[src/rtl/sekiz_kanal_hakem.sv]
// sekiz_kanal_hakem: round-robin arbiter and sequencer for the 8:1 x WIDTH result mux tree.
//
// Eight requesters share one mux tree. Channel i sits on mux input A0,B0,A1,B1,A2,B2,A3,B3
// (i = 0..7), so the mux selects are simply {en3,en2,en1} = i. The winning channel's word is
// captured from z_in after a one-cycle settle and offered on a valid/ready port. Each granted
// requester may take up to BURST_MAX consecutive transfers before the pointer moves on.
//
// Parameters:
//   WIDTH      data width of z_in / out_data
//   BURST_MAX  consecutive transfers per grant before the pointer advances (1..15)
//
// Ports:
//   clk        clock, rising edge
//   rst_n      synchronous reset, active-low
//   req[7:0]   level request per channel
//   gnt[7:0]   one-hot grant, held from arbitration until the channel's last transfer
//   en1/2/3    mux selects, {en3,en2,en1} = granted index; hold their value while idle
//   z_in       mux tree output
//   out_data   captured word
//   out_src    channel index of out_data
//   out_valid  out_data valid
//   out_ready  consumer accept; a transfer is out_valid & out_ready at the clock edge
//   busy       high whenever the sequencer is not idle
//
// Build option:
//   SEKIZ_HAKEM_PRIO0_EN  channel 0 becomes urgent: it wins every arbitration it requests in.
//                         A grant won only through this override leaves the pointer unchanged.

module sekiz_kanal_hakem #(
    parameter int unsigned WIDTH     = 32,
    parameter int unsigned BURST_MAX = 1
) (
    input  logic             clk,
    input  logic             rst_n,
    input  logic [7:0]       req,
    output logic [7:0]       gnt,
    output logic             en1,
    output logic             en2,
    output logic             en3,
    input  logic [WIDTH-1:0] z_in,
    output logic [WIDTH-1:0] out_data,
    output logic [2:0]       out_src,
    output logic             out_valid,
    input  logic             out_ready,
    output logic             busy
);

    typedef enum logic [1:0] {
        StIdle,
        StSel,
        StOut
    } state_e;

    state_e     state;
    logic [2:0] ptr;
    logic [2:0] idx;
    logic [3:0] burst_cnt;

    logic [2:0] ptr_next;
    logic [2:0] arb_base;
    logic [2:0] arb_idx;
    logic       burst_more;

`ifdef SEKIZ_HAKEM_PRIO0_EN
    logic       prio_win;
    logic       arb_override;
`endif

    // First requesting channel at or after base, scanning circularly. Iterating from the far
    // end down means the closest hit is the last assignment and therefore wins.
    function automatic logic [2:0] rr_pick(input logic [7:0] r, input logic [2:0] base);
        logic [2:0] c;
        rr_pick = base;
        for (int i = 7; i >= 0; i--) begin
            c = base + 3'(i);
            if (r[c]) begin
                rr_pick = c;
            end
        end
    endfunction

    // Pointer value once the current grant retires.
    always_comb begin
        ptr_next = idx + 3'd1;
`ifdef SEKIZ_HAKEM_PRIO0_EN
        if (prio_win) begin
            ptr_next = ptr;
        end
`endif
    end

    // Re-arbitration out of OUT happens in the same edge that retires the grant, so it has to
    // scan from the pointer value being written, not the stale one.
    assign arb_base = (state == StOut) ? ptr_next : ptr;

`ifdef SEKIZ_HAKEM_PRIO0_EN
    always_comb begin
        arb_override = 1'b0;
        arb_idx      = rr_pick(req, arb_base);
        if (req[0]) begin
            // Only an override if round-robin alone would not have chosen channel 0.
            arb_override = (arb_idx != 3'd0);
            arb_idx      = 3'd0;
        end
    end
`else
    assign arb_idx = rr_pick(req, arb_base);
`endif

    // Another transfer for the same requester is allowed while it still asks and the burst
    // budget (counting the transfer now completing) is not spent.
    assign burst_more = req[idx] && (({1'b0, burst_cnt} + 5'd1) < 5'(BURST_MAX));

    assign busy = (state != StIdle);

    always_ff @(posedge clk) begin
        if (!rst_n) begin
            state     <= StIdle;
            ptr       <= 3'd0;
            idx       <= 3'd0;
            burst_cnt <= 4'd0;
            gnt       <= 8'd0;
            en1       <= 1'b0;
            en2       <= 1'b0;
            en3       <= 1'b0;
            out_data  <= '0;
            out_src   <= 3'd0;
            out_valid <= 1'b0;
`ifdef SEKIZ_HAKEM_PRIO0_EN
            prio_win  <= 1'b0;
`endif
        end else begin
            unique case (state)
                StIdle: begin
                    if (|req) begin
                        idx             <= arb_idx;
                        gnt             <= 8'd1 << arb_idx;
                        {en3, en2, en1} <= arb_idx;
`ifdef SEKIZ_HAKEM_PRIO0_EN
                        prio_win        <= arb_override;
`endif
                        state           <= StSel;
                    end
                end

                // Selects were registered last edge; the mux output has now settled.
                StSel: begin
                    out_data  <= z_in;
                    out_src   <= idx;
                    out_valid <= 1'b1;
                    state     <= StOut;
                end

                StOut: begin
                    if (out_ready) begin
                        out_valid <= 1'b0;
                        if (burst_more) begin
                            burst_cnt <= burst_cnt + 4'd1;
                            state     <= StSel;
                        end else begin
                            burst_cnt <= 4'd0;
                            ptr       <= ptr_next;
                            if (|req) begin
                                idx             <= arb_idx;
                                gnt             <= 8'd1 << arb_idx;
                                {en3, en2, en1} <= arb_idx;
`ifdef SEKIZ_HAKEM_PRIO0_EN
                                prio_win        <= arb_override;
`endif
                                state           <= StSel;
                            end else begin
                                // en* deliberately keep the last select while idle.
                                gnt   <= 8'd0;
                                state <= StIdle;
                            end
                        end
                    end
                end

                default: begin
                    state <= StIdle;
                end
            endcase
        end
    end

endmodule
[config.mk]
export PLATFORM = sky130hd
export DESIGN_NAME = sekiz_kanal_hakem
export DESIGN_NICKNAME = d
export VERILOG_FILES = /design/src/rtl/sekiz_kanal_hakem.sv
export SDC_FILE = /design/constraint.sdc
export NUM_CORES = 1
export LEC_CHECK = 0
export ABC_AREA = 1
export CAP_MARGIN = 40
export CORE_AREA = 5 5 106 108
export CTS_BUF_LIST = sky130_fd_sc_hd__clkbuf_16
export CTS_CLUSTER_DIAMETER = 120
export DETAILED_ROUTE_END_ITERATION = 8
export DIE_AREA = 0 0 111 113
export PLACE_DENSITY = 0.61
export SETUP_SLACK_MARGIN = 0.05
export SLEW_MARGIN = 0
export SYNTH_ARGS = -nofsm -noshare
export SYNTH_HDL_FRONTEND = slang
export SYNTH_SLANG_ARGS = --single-unit
[constraint.sdc]
create_clock -name clk -period 4.95 [get_ports clk]
set_input_delay 0.495 -clock clk [delete_from_list [all_inputs] [get_ports clk]]
set_output_delay 0.495 -clock clk [all_outputs]
set_load 0.02 [all_outputs]
======== Word-level counts from Yosys, hierarchy flattened ========
Index checks and enable logic that the tools add are counted.
storage, ports and cells
  logic and storage cells ................. 106
  register bits after elaboration ......... 59
  input port bits ......................... 43
  output and inout bits ................... 48
operators by class
  equality and inequality tests ........... 5
  add/sub/neg operators ................... 10
  muxes and demuxes ....................... 56
  shift operators ......................... 1
  bitwise gates (word level) .............. 1
  magnitude comparators ................... 10
  reduce and logical (&&, ||, !) cells .... 12
operators with widths
  kind                 number
  $lt 3x4->1 const B   9
  $mux 3               12
  $mux 8               4
  $bmux 1 s3           9
  $mux 1               21
  $pmux 8 s2           1
  $add 3x3->3 const B  4
  $pmux 1 s2           4
  $reduce_or 8->1      1
  $shl 1x3->8 const A  1
  $add 3x1->3 const B  2
  $add 3x2->3 const B  2
  $ne 2x2->1 const B   3
  $pmux 2 s3           1
  $pmux 3 s2           1
  $reduce_and 2->1     3
  $reduce_and 3->1     2
  $reduce_bool 2->1    3
  $add 4x1->5 const B  1
  $lt 5x1->1 const B   1
  $add 4x1->4 const B  1
  $mux 2               2
  $mux 4               1
  $reduce_and 4->1     1
  other kinds (5)      5

======== Logic depth before layout (Yosys ltp) ========
  word-level depth ........................ 18
  mapped depth ............................ 24
  mapped depth without buffers ............ 23

======== Worst setup path after synthesis ========
OpenSTA, ideal clock, no wires.
  path kind ............................... register to register
  start ................................... register idx[1]
  end ..................................... register gnt[4]
  library setup time ...................... 0.132 ns
  slack ................................... 2.394 ns
  clock period less this slack ............ 2.556 ns
  required time ........................... 4.818 ns
  path buffers ............................ 1
  arrival time ............................ 2.423 ns
  cell stages (with the launch flop) ...... 21
  cell sequence ........................... dfxtp_1 -> ha_1 -> nand3_1 -> nand2_2 -> buf_6 -> ha_1 -> inv_1 -> nand2_1 -> nand3_1 -> nand2_1 -> inv_1 -> nand2_1 -> nand2_1 -> nand2_1 -> nand2_1 -> nand2_1 -> nand3_1 -> nand2_2 -> inv_2 -> nand3_1 -> a21oi_1
between the ends
  cells in the longest elaborated chain, start to end .. 18
  elaborated cells on any way between the ends .. 44
  those cells by class .................... add/sub (8); eq/ne (1); shift (1); mux (32); reduce/logical (2)
RTL lines
  what                          RTL line  source
  from (decl)                   56        logic [2:0] idx;
  from (signal assigned)        136       idx <= arb_idx;
  from (signal assigned)        164       idx <= arb_idx;
  $add 3x1->3 *                 84        ptr_next = idx + 3'd1;
  via ptr_next[1]               59        logic [2:0] ptr_next;
  $mux 3 *                      94        assign arb_base = (state == StOut) ? ptr_next : ptr;
  $add 3x3->3                   75        c = base + 3'(i);
  $bmux 1 s3                    76        if (r[c]) begin
  $mux 1 (implied by the code)  76
  $mux 3 (7 in series)          76
  $mux 3 *                      76
  $shl 1x3->8 *                 137, 165
  $mux 8                        163       if (|req) begin
  $mux 8                        157       if (burst_more) begin
  $mux 8                        155       if (out_ready) begin
  $pmux 8 s2 *                  133       unique case (state)
  to (signal assigned)          137       gnt <= 8'd1 << arb_idx;
  to (signal assigned)          165       gnt <= 8'd1 << arb_idx;
  to (decl)                     36        output logic [7:0] gnt,
The timed path passes the listed nets; every way through them passes the cells marked *. The select of a mux whose other input is x is not followed.
A chain may end at the register's enable or synchronous reset.

======== Worst setup path in the final report ========
  start ................................... register idx[0]
  end ..................................... register gnt[7]
The elaborated chain is that of the path after synthesis.

==> report_table.html <==
<table>
<tr><th>Metric</th><th>Value</th></tr>
<tr><th colspan="2">Outcome</th></tr>
<tr><td>Status</td><td>finished, final reports clean</td></tr>
<tr><th colspan="2">Clock network</th></tr>
<tr><td>Post-CTS clock slew at the launch and capture registers of the worst setup and hold paths</td><td>0.07 ns</td></tr>
<tr><td>Post-CTS setup buffer count</td><td>0</td></tr>
<tr><td>Number of clock buffers inserted by TritonCTS</td><td>5</td></tr>
<tr><td>Post-cts repair resize count</td><td>0</td></tr>
<tr><td>H-tree depth</td><td>2</td></tr>
<tr><td>Number of hold-repair buffers added at the cts stage</td><td>0</td></tr>
<tr><td>Cell chosen for the clock root</td><td>clkbuf_16</td></tr>
<tr><td>Sinks on the clock net</td><td>56</td></tr>
<tr><td>Worst-Skew Late Latency</td><td>0.29 ns</td></tr>
<tr><td>TritonCTS clock tree</td><td>yes</td></tr>
<tr><td>Max Buffers Root-to-Sink</td><td>2</td></tr>
<tr><th colspan="2">Detailed routing</th></tr>
<tr><td>Drt via density</td><td>4.615</td></tr>
<tr><td>Residual antenna-violating net count after detailed routing</td><td>0</td></tr>
<tr><td>Remaining DRCs</td><td>0</td></tr>
<tr><td>Routed WL per cell</td><td>13.05 um</td></tr>
<tr><td>Routed wire length</td><td>8.806 mm</td></tr>
<tr><td>Initial drt markers</td><td>122</td></tr>
<tr><td>Via total after detailed routing</td><td>3115</td></tr>
<tr><td>Detailed-routing iteration count for the pre-antenna-repair pass</td><td>5</td></tr>
<tr><th colspan="2">Placed design</th></tr>
<tr><td>Minimum setup slack after placement</td><td>2.089 ns</td></tr>
<tr><td>Area of placed instances</td><td>between 3000 and 4000 um2</td></tr>
<tr><td>Last weighted congestion value of the routability-driven placer</td><td>0.8859</td></tr>
<tr><td>Count of input and output buffers</td><td>90</td></tr>
<tr><td>Final HPWL DP</td><td>6.584 mm</td></tr>
<tr><th colspan="2">Global route</th></tr>
<tr><td>Sum of overflow across all layers after global routing</td><td>0</td></tr>
<tr><td>Pin count of the biggest net entering global routing</td><td>46</td></tr>
<tr><td>Global router's overall resource usage</td><td>13.83%</td></tr>
<tr><td>Initial antenna violation count</td><td>0</td></tr>
<tr><td>First-pass GRT wire length</td><td>14.63 mm</td></tr>
<tr><td>Vias in the first global route</td><td>approximately 3000</td></tr>
<tr><th colspan="2">Synth</th></tr>
<tr><td>Number of enable flip-flop cells after synthesis</td><td>0</td></tr>
<tr><td>Fraction of registers with async set or reset after synthesis</td><td>0%</td></tr>
<tr><td>Synthesis-stage register bit count</td><td>56</td></tr>
<tr><td>Syn nets</td><td>approximately 500</td></tr>
<tr><td>Library cells used by synthesis</td><td>26</td></tr>
<tr><td>Area contributors post-synth</td><td>dfxtp_1, nand2_1, nor2_1</td></tr>
<tr><td>Area share of the largest cell type after synthesis</td><td>a little under two fifths</td></tr>
<tr><td>Post-synth top flop</td><td>dfxtp_1</td></tr>
<tr><td>Synthesized cell area</td><td>2952 um2</td></tr>
<tr><td>Number of instances in the synthesized netlist</td><td>455</td></tr>
<tr><td>Mean cell area of the mapped netlist</td><td>6.487 um2</td></tr>
<tr><td>Most frequently used cell type in the post-synthesis netlist</td><td>nand2_1</td></tr>
<tr><td>Top cells by instance count after synthesis</td><td>nand2_1, nor2_1, dfxtp_1, o21ai_0, nand3_1</td></tr>
<tr><td>Cell taking the most area after synthesis</td><td>dfxtp_1</td></tr>
<tr><td>Portion of the post-synthesis area used by sequential elements</td><td>37.98%</td></tr>
<tr><td>Number of warnings printed during yosys synthesis</td><td>0</td></tr>
<tr><th colspan="2">Cells and area</th></tr>
<tr><td>Layout cells sized above 1</td><td>6.494%</td></tr>
<tr><td>Final standard cell area without fillers</td><td>around 4100 um2</td></tr>
<tr><td>Total of fill cells in the finished design</td><td>1043</td></tr>
<tr><td>Final net count</td><td>about 590</td></tr>
<tr><td>Antenna cells</td><td>0</td></tr>
<tr><td>Core utilization of the finished layout</td><td>40.80%</td></tr>
<tr><td>Signed area change from the synthesized netlist to the final layout</td><td>40.14%</td></tr>
<tr><th colspan="2">Floorplanning</th></tr>
<tr><td>DIE WIDTH</td><td>111 um</td></tr>
<tr><td>Die area</td><td>~13000 um2</td></tr>
<tr><td>Number of top-level pins</td><td>91</td></tr>
<tr><td>Area of the placeable core</td><td>10140 um2</td></tr>
<tr><td>Chip height</td><td>113 um</td></tr>
<tr><td>Initial Utilization</td><td>29.11%</td></tr>
<tr><td>Site Rows</td><td>37</td></tr>
<tr><th colspan="2">Timing</th></tr>
<tr><td>Final setup violation count</td><td>0</td></tr>
<tr><td>Unrepaired setup endpoints after global routing</td><td>no</td></tr>
<tr><td>Final Max Tran Viols</td><td>0</td></tr>
<tr><td>Worst slew pin tran</td><td>~0.79 ns</td></tr>
<tr><td>Top achievable clock speed</td><td>345.2 MHz</td></tr>
<tr><td>Final Cycle Share</td><td>58.52%</td></tr>
<tr><td>Aggregate negative setup slack</td><td>0 ns</td></tr>
<tr><td>Final hold vios</td><td>0</td></tr>
<tr><td>Final critical delay including setup and external delays</td><td>2.897 ns</td></tr>
<tr><td>Worst-case clock skew</td><td>0.004484 ns</td></tr>
<tr><td>Relative slew slack</td><td>47.47%</td></tr>
<tr><td>Worst-case setup margin in the final layout</td><td>about 2 ns</td></tr>
<tr><th colspan="2">Power and ir drop</th></tr>
<tr><td>Power density over the cells</td><td>~360 nW/um2</td></tr>
<tr><td>Proportion of power drawn by flip-flops and latches</td><td>35.4%</td></tr>
<tr><td>Maximum VDD drop</td><td>0.1750 mV</td></tr>
<tr><td>Total power</td><td>about 1.5 mW</td></tr>
<tr><td>Logic pwr share</td><td>between 30% and 40%</td></tr>
<tr><td>Int Power</td><td>0.9621 mW</td></tr>
<tr><td>Static leakage</td><td>1.868 nW</td></tr>
<tr><td>Switching power total</td><td>0.5412 mW</td></tr>
<tr><td>Net switching fraction of the power</td><td>36.00%</td></tr>
<tr><td>Clock share of power</td><td>26.1%</td></tr>
<tr><th colspan="2">Setup path</th></tr>
<tr><td>Classification of the worst setup path</td><td>reg -&gt; reg</td></tr>
<tr><td>Slowest stage delay, CP</td><td>0.56 ns</td></tr>
<tr><td>Max FO, Critical Path</td><td>14</td></tr>
<tr><td>CP Launch Type</td><td>register</td></tr>
<tr><td>Cell type group with the largest total delay on the critical path</td><td>simple AND/OR/NAND/NOR gates</td></tr>
<tr><td>Critical path, cell by cell</td><td>ha_1 -&gt; nand3_1 -&gt; nand2_2 -&gt; ha_1 -&gt; inv_1 -&gt; nand2_1 -&gt; nand3_1 -&gt; nand2_1 -&gt; inv_1 -&gt; nand2_1 -&gt; nand2_1 -&gt; nand2_1 -&gt; nand2_1 -&gt; nand2_1 -&gt; nand2_2 -&gt; nand2_1 -&gt; nor2_1 -&gt; nand3_1 -&gt; a21oi_1</td></tr>
<tr><td>Critical Path AT</td><td>3.11 ns</td></tr>
<tr><td>Combined buffer and inverter count along the critical path</td><td>2</td></tr>
<tr><td>CP required</td><td>5.16 ns</td></tr>
<tr><td>CP max stage cell</td><td>dfxtp_1</td></tr>
<tr><td>Most repeated library cell on the critical path</td><td>nand2_1</td></tr>
<tr><td>Reg2reg setup slack</td><td>2.05 ns</td></tr>
<tr><td>Worst Setup End Kind</td><td>register</td></tr>
<tr><th colspan="2">Flow run</th></tr>
<tr><td>Max_cap viols</td><td>0</td></tr>
<tr><th colspan="2">Worst hold path</th></tr>
<tr><td>Type of the worst min-delay path</td><td>reg -&gt; reg</td></tr>
</table>
power groups by stage:
stage	Combinational, mW	Sequential (mW)	Clock, mW
floorplan	0.331	0.586	0
global placement	0.571	0.539	0
detailed placement	0.579	0.542	0
CTS	0.581	0.533	0.402
global route	0.649	0.540	0.422
finish	0.579	0.532	0.392
worst paths after layout:
check	from	cells after the start	endpoint
max reg2reg	idx[0]$_SDFFE_PN0P_	19	gnt[7]$_SDFFE_PN0P_
min	out_valid$_SDFFE_PN0P_	2	out_valid$_SDFFE_PN0P_
max	idx[0]$_SDFFE_PN0P_	19	gnt[7]$_SDFFE_PN0P_
min reg2reg	out_valid$_SDFFE_PN0P_	2	out_valid$_SDFFE_PN0P_
per-layer routing:
metal  up-vias  routed length [um]  GRT usage, %
li1       1616                   -             -
met1      1385                3913         17.55
met2       112                3946         22.25
met3         2                 909         5.722
met4         0                  38         2.709
met5         -                   0             0
tightest hold or removal path, stage by stage, from the launching register on:
cell	delay, ns
dfxtp_1	0.31
nand2_1	0.05
a21oi_1	0.05
cell type report:
class                      instances  area (um2)  area share (%)
clock buffer                       5       125.1           3.025
clock inverter                     3       37.54          0.9074
inverter                          48       182.7           4.416
multi-input combinational        334        1556           37.63
sequential                        56        1121           27.10
tap                              136       170.2           4.114
timing repair buffer              93       943.4           22.81
registers in the layout, indices dropped and copies added (netlist names):
name	count
burst_cnt	4
en3	1
gnt	8
idx	2
out_data	32
out_src	3
out_valid	1
ptr	3
state	2
cells in the final DEF, fill, tap and decap left out, drive strengths merged, types with 3 or more instances in the layout:
cell type	instances
o21ai	44
nand3	45
ha	4
a21oi	27
clkinv	3
clkbuf	5
inv	47
nand2	125
nor2	77
clkdlybuf4s50	90
buf	3
dfxtp	56
logic make-up (layout without fill, tap and decap cells):
logic type / count (synthesis) / in the layout / synth area share, %
compound gates: 77 / 77 / 13.90
buf+inv: 65 / 149 / 9.369
fa+ha+maj: 4 / 4 / 1.696
simple gates: 253 / 253 / 37.05
flops: 56 / 56 / 37.98
per-stage QoR:
| stage | hold WS [ns] | cells |
|---|---|---|
| finish | 0.4626 | 675 |
| floorplan | 0.4337 | 455 |
| CTS | 0.4642 | 675 |
| global route | 0.4909 | 675 |
| global placement | 0.4461 | 666 |
| detailed placement | 0.4496 | 667 |
No activity file was read; power rests on OpenSTA's default activity.
